`config.mk`:
```
export PLATFORM = sky130hd
export DESIGN_NAME = integer_shift_multiplier
export DESIGN_NICKNAME = d
export VERILOG_FILES = /design/src/rtl/integer_shift_multiplier.sv
export SDC_FILE = /design/constraint.sdc
export NUM_CORES = 1
export LEC_CHECK = 0
export CAP_MARGIN = 25
export CORE_MARGIN = 2
export CORE_UTILIZATION = 52
export DETAILED_ROUTE_END_ITERATION = 16
export GPL_ROUTABILITY_DRIVEN = 0
export PLACE_DENSITY_LB_ADDON = 0.2
export SLEW_MARGIN = 0
export SYNTH_ARGS = -nofsm -noshare
export SYNTH_HDL_FRONTEND = slang
export SYNTH_SLANG_ARGS = --single-unit
```
`constraint.sdc`:
```
create_clock -name clk -period 2.5 [get_ports clk]
set_input_delay 0.375 -clock clk [delete_from_list [all_inputs] [get_ports clk]]
set_output_delay 0.375 -clock clk [all_outputs]
set_load 0.05 [all_outputs]
```
`src/rtl/integer_shift_multiplier.sv`:
```
// Iterative shift-add unsigned multiplier: one multiplier bit per enabled cycle, LSB first.
// Result lands in a holding register so the product output never shows partial sums.
module integer_shift_multiplier #(
    parameter int WIDTH = 8
) (
    input  logic                 clk,
    input  logic                 rst,
    input  logic                 ena,
    input  logic                 start,
    input  logic [WIDTH-1:0]     multiplicand,
    input  logic [WIDTH-1:0]     multiplier,
    output logic [2*WIDTH-1:0]   product,
    output logic                 busy,
    output logic                 done
);

    localparam int CNT_W = $clog2(WIDTH + 1);

    typedef enum logic [1:0] {
        IDLE = 2'd0,
        RUN  = 2'd1,
        DONE = 2'd2
    } state_t;

    state_t            state;
    state_t            state_nxt;
    logic [WIDTH-1:0]  mcand;
    logic [WIDTH:0]    acc;
    logic [WIDTH-1:0]  msr;
    logic [CNT_W-1:0]  cnt;
    logic [WIDTH:0]    sum;
    logic [2*WIDTH:0]  shifted;
    logic              last_step;

    // The accumulator carry bit is always zero after the shift, so adding the
    // full accumulator gives the same sum as adding only its low WIDTH bits.
    function automatic logic [WIDTH:0] add_step(input logic [WIDTH:0]   acc_in,
                                                input logic [WIDTH-1:0] a,
                                                input logic             bit0);
        add_step = acc_in + {1'b0, (bit0 ? a : {WIDTH{1'b0}})};
    endfunction

    always_comb begin
        sum       = add_step(acc, mcand, msr[0]);
        shifted   = {sum, msr} >> 1;
        last_step = (cnt == CNT_W'(1));
    end

    always_ff @(posedge clk) begin
        if (!rst) begin
            state <= IDLE;
        end else if (ena) begin
            state <= state_nxt;
        end
    end

    always_comb begin
        state_nxt = state;
        case (state)
            IDLE:    if (start) state_nxt = RUN;
            RUN:     if (last_step) state_nxt = DONE;
            DONE:    state_nxt = start ? RUN : IDLE;
            default: state_nxt = IDLE;
        endcase
    end

    always_comb begin
        busy = (state == RUN);
        done = (state == DONE);
    end

    always_ff @(posedge clk) begin
        if (!rst) begin
            mcand   <= '0;
            acc     <= '0;
            msr     <= '0;
            cnt     <= '0;
            product <= '0;
        end else if (ena) begin
            if (state != RUN) begin
                if (start) begin
                    mcand <= multiplicand;
                    msr   <= multiplier;
                    acc   <= '0;
                    cnt   <= CNT_W'(WIDTH);
                end
            end else begin
                acc <= shifted[2*WIDTH:WIDTH];
                msr <= shifted[WIDTH-1:0];
                cnt <= cnt - CNT_W'(1);
                if (last_step) begin
                    product <= shifted[2*WIDTH-1:0];
                end
            end
        end
    end

endmodule

```
==> results.txt <==
----------------------------------------------------
[Outcome]
  Outcome ... completed

[GRT]
  Overflow left after global routing ... 0
  Pin count of the biggest net entering global routing ... 38
  First-pass GRT wire length ... 7941 µm
  Vias in the first global route ... 1693
  Total Routing Usage GR ... 22.74%
  Initial antenna violation count ... 0

[STA]
  Slew at the pin closest to its max-slew limit ... 617.5 ps
  Minimum period implied by the final worst setup slack ... 2235 ps
  Highest clock frequency the design can meet ... 447.5 MHz
  Post-route fraction of the period consumed by the critical path ... 89.39%
  Max_slew headroom ... 58.78%
  RSZ-0062 raised after global routing ... false
  Slew Limit Fails ... 0
  Final worst hold slack ... 455.1 ps
  Final clock skew ... 10.59 ps
  Number of setup violations in the final report ... 0
  Setup TNS ... 0 ps
  Final hold viol count ... 0

[Logic synthesis]
  Compound-gate portion of the synthesized area ... 20.41%
  Fraction of registers with async set or reset after synthesis ... 0%
  Dominant register cell in the synthesized netlist ... sky130_fd_sc_hd__dfxtp_1
  Number of cells produced by synthesis ... 264
  Fraction of the mapped netlist area in simple logic gates ... 23.83%
  Count of unique library cells instantiated by Yosys ... 42
  Netlist area before placement ... 2158 µm²
  Number of synthesized register bits ... 46
  Net count after synthesis ... 295
  Number of enable flip-flop cells after synthesis ... 0
  Sequential-to-total area share from yosys stat ... 42.67%
  Per-instance average area after synthesis ... 8.175 µm²
  Total number of yosys warnings ... 0
  Dominant combinational cell family by area after synthesis ... simple AND/OR/NAND/NOR gates
  Post-synthesis share of cell area spent on full adders, half adders and majority gates ... 6.725%
  XOR/XNOR Fraction of Synth Area ... 2.029%
  Multiplexer share of the synthesized area ... 0%

[Route]
  Vias per inst ... 5.531
  ANT nets after route ... 0
  Average routed wire per standard cell ... 13.43 µm
  Vias post-DR ... 1947
  Post-route DRC violation count ... 0
  Length of the first detailed-routing pass in iterations ... 5
  Violation count after the first detailed-routing iteration ... 126
  Total wirelength of the detailed-routed design ... 4729 µm

[Cells and area]
  Fill cells ... 355
  Antenna cells ... 0
  Fraction of final layout cells with drive strength greater than 1 ... 6.623%
  Post-Layout Cell Count ... 352
  Area growth from synthesis to layout ... 23.65%
  Final nets ... 332
  Final Util ... 66.72%

[Clock tree]
  Clock latency at the later pin of the worst-skew pair ... 290 ps
  Clock sink count ... 46
  H-tree depth ... 2
  Number of CTS-inserted buffers ... 5
  Post CTS Setup Buffer Count ... 0
  Number of hold buffers added after cts ... 0
  Clock tree from TritonCTS ... yes
  Maximum buffer depth of the clock tree ... 2
  Clock transition at path regs ... 80 ps
  Root buffer selected by CTS ... sky130_fd_sc_hd__clkbuf_8
  Count of cells resized by post-cts repair ... 0

[Power]
  Leakage component of the power ... 1.009 nW
  Pwr Density ... 514.8 nW/µm²
  Worst IR Drop VDD ... 0.0003935 V

[Floorplanning]
  Core area ... 4000 µm²
  DIE AREA ... 4682 µm²
  FP Rows ... 23
  Die boundary width ... 68.43 µm
  Height of the chip ... 68.43 µm
  Starting density of the core ... 53.96%
  I/O pins ... 38

[Placement]
  Dpl cells ... 344
  DP HPWL ... 3467 µm
  IO buf count ... 37

[Critical path]
  Required time reported for the critical path endpoint ... 2670 ps
  Maximum fanout along the worst path ... 9
  Category of the worst setup path launch point ... flop
  Largest stage delay, worst path ... 420 ps
  Worst path slowest cell ... sky130_fd_sc_hd__fa_1
  Count of cells along the worst register-to-register path ... 7
  Worst setup path class ... flop to flop
  Critical Path Sink Type ... flop
  Ordered list of cells on the worst path ... and2_1 > ha_1 > fa_1 > a21o_1 > a221oi_1 > xor2_1 > o21ai_0
  Worst Path Arrival ... 2400 ps

[Run]
  Maximum Capacitance Violations ... 0

[Worst hold path]
  Hold Path Cell Cnt ... 2
  Path class of the lowest-slack min-delay path ... flop to flop

----------------------------------------------------
[sequential cells by signal, summed over array words and instances (netlist names)]
name	count
cnt	4
product	16
state	2
msr	8
acc	8
mcand	8
[per-stage QoR]
stage          area, µm²  power (mW)  worst slack (ps)
2_1_floorplan       2158      0.8760             483.4
4_1_cts             2669       1.387             271.6
3_3_place_gp        2577      0.9344             369.2
5_1_grt             2669       1.445             126.0
6_report            2669       1.374             265.3
3_5_place_dp        2577      0.9375             304.2
[cell usage after synthesis (4+ instances only)]
library cell                 n  area (µm²)
sky130_fd_sc_hd__nand2_1    60       225.2
sky130_fd_sc_hd__dfxtp_1    46       920.9
sky130_fd_sc_hd__a21oi_1    29       145.1
sky130_fd_sc_hd__nor2_1     16       60.06
sky130_fd_sc_hd__and2_1     10       62.56
sky130_fd_sc_hd__ha_1       10       125.1
sky130_fd_sc_hd__nand3_1    10       50.05
sky130_fd_sc_hd__a311oi_1    8       70.07
sky130_fd_sc_hd__clkbuf_1    7       26.28
sky130_fd_sc_hd__buf_2       6       30.03
sky130_fd_sc_hd__o21ai_0     6       30.03
sky130_fd_sc_hd__inv_1       5       18.77
sky130_fd_sc_hd__xor2_1      5       43.79
sky130_fd_sc_hd__o2111ai_1   4       35.03
[kinds of logic after synthesis]
family                     after synthesis
DFF                                     46
buffers and inverters                   21
and+or+nand+nor                        114
AOI/OAI and AO/OA                       67
adders and majority gates               11
xor gates and xnor gates                 5
[final timing paths]
check | start | end | slack [ps]
worst max-delay path | msr[0]$_SDFFE_PN0P_ | acc[5]$_SDFFE_PN0P_ | 270
worst min-delay path | mcand[7]$_SDFFE_PN0P_ | mcand[7]$_SDFFE_PN0P_ | 460
worst max register to register | msr[0]$_SDFFE_PN0P_ | acc[5]$_SDFFE_PN0P_ | 270
worst min register to register | mcand[7]$_SDFFE_PN0P_ | mcand[7]$_SDFFE_PN0P_ | 460
[cell type report]
| type | instances | area (µm²) | area share, % |
|---|---|---|---|
| clock inverter | 1 | 5.005 | 0.1875 |
| sequential | 46 | 920.9 | 34.51 |
| multi-input combinational | 197 | 1144 | 42.85 |
| tap | 50 | 62.56 | 2.344 |
| inverter | 6 | 22.52 | 0.8439 |
| timing repair buffer | 45 | 427.9 | 16.03 |
| clock buffer | 7 | 86.33 | 3.235 |
[layer usage]
layer	vias up	global-route usage, %	wire length, µm
met1	888	31.57	2214
met2	59	34.62	2179
met4	0	7.750	55
met3	6	5.099	280
met5	-	0	0
li1	994	-	-
[where the power goes]
part / internal, mW / switching [mW] / total (mW)
clock: 0.223 / 0.230 / 0.453
combinational: 0.0669 / 0.0795 / 0.146
sequential: 0.756 / 0.0184 / 0.774
total: 1.05 / 0.328 / 1.37
[critical path, delay by kind of cell, from the launching register on]
kind / cells / cell delay [ps]
xor gates and xnor gates: 1 / 240
AOI/OAI and AO/OA: 3 / 700
and+or+nand+nor: 1 / 170
adders and majority gates: 2 / 630
DFF: 1 / 380
[cells in the final DEF (no fill, tap or decap), types with 3 or more instances in the layout]
cell type                         count
sky130_fd_sc_hd__nand2_1             60
sky130_fd_sc_hd__dfxtp_1             46
sky130_fd_sc_hd__clkdlybuf4s50_1     36
sky130_fd_sc_hd__a21oi_1             29
sky130_fd_sc_hd__nor2_1              16
sky130_fd_sc_hd__and2_1              10
sky130_fd_sc_hd__nand3_1             10
sky130_fd_sc_hd__ha_1                10
sky130_fd_sc_hd__buf_4                9
sky130_fd_sc_hd__a311oi_1             8
sky130_fd_sc_hd__o21ai_0              6
sky130_fd_sc_hd__clkbuf_8             6
sky130_fd_sc_hd__inv_1                5
sky130_fd_sc_hd__xor2_1               5
sky130_fd_sc_hd__o2111ai_1            4
sky130_fd_sc_hd__nand2b_1             3
sky130_fd_sc_hd__or3_1                3
sky130_fd_sc_hd__nor3_1               3
(Power assumes the default switching activity.)
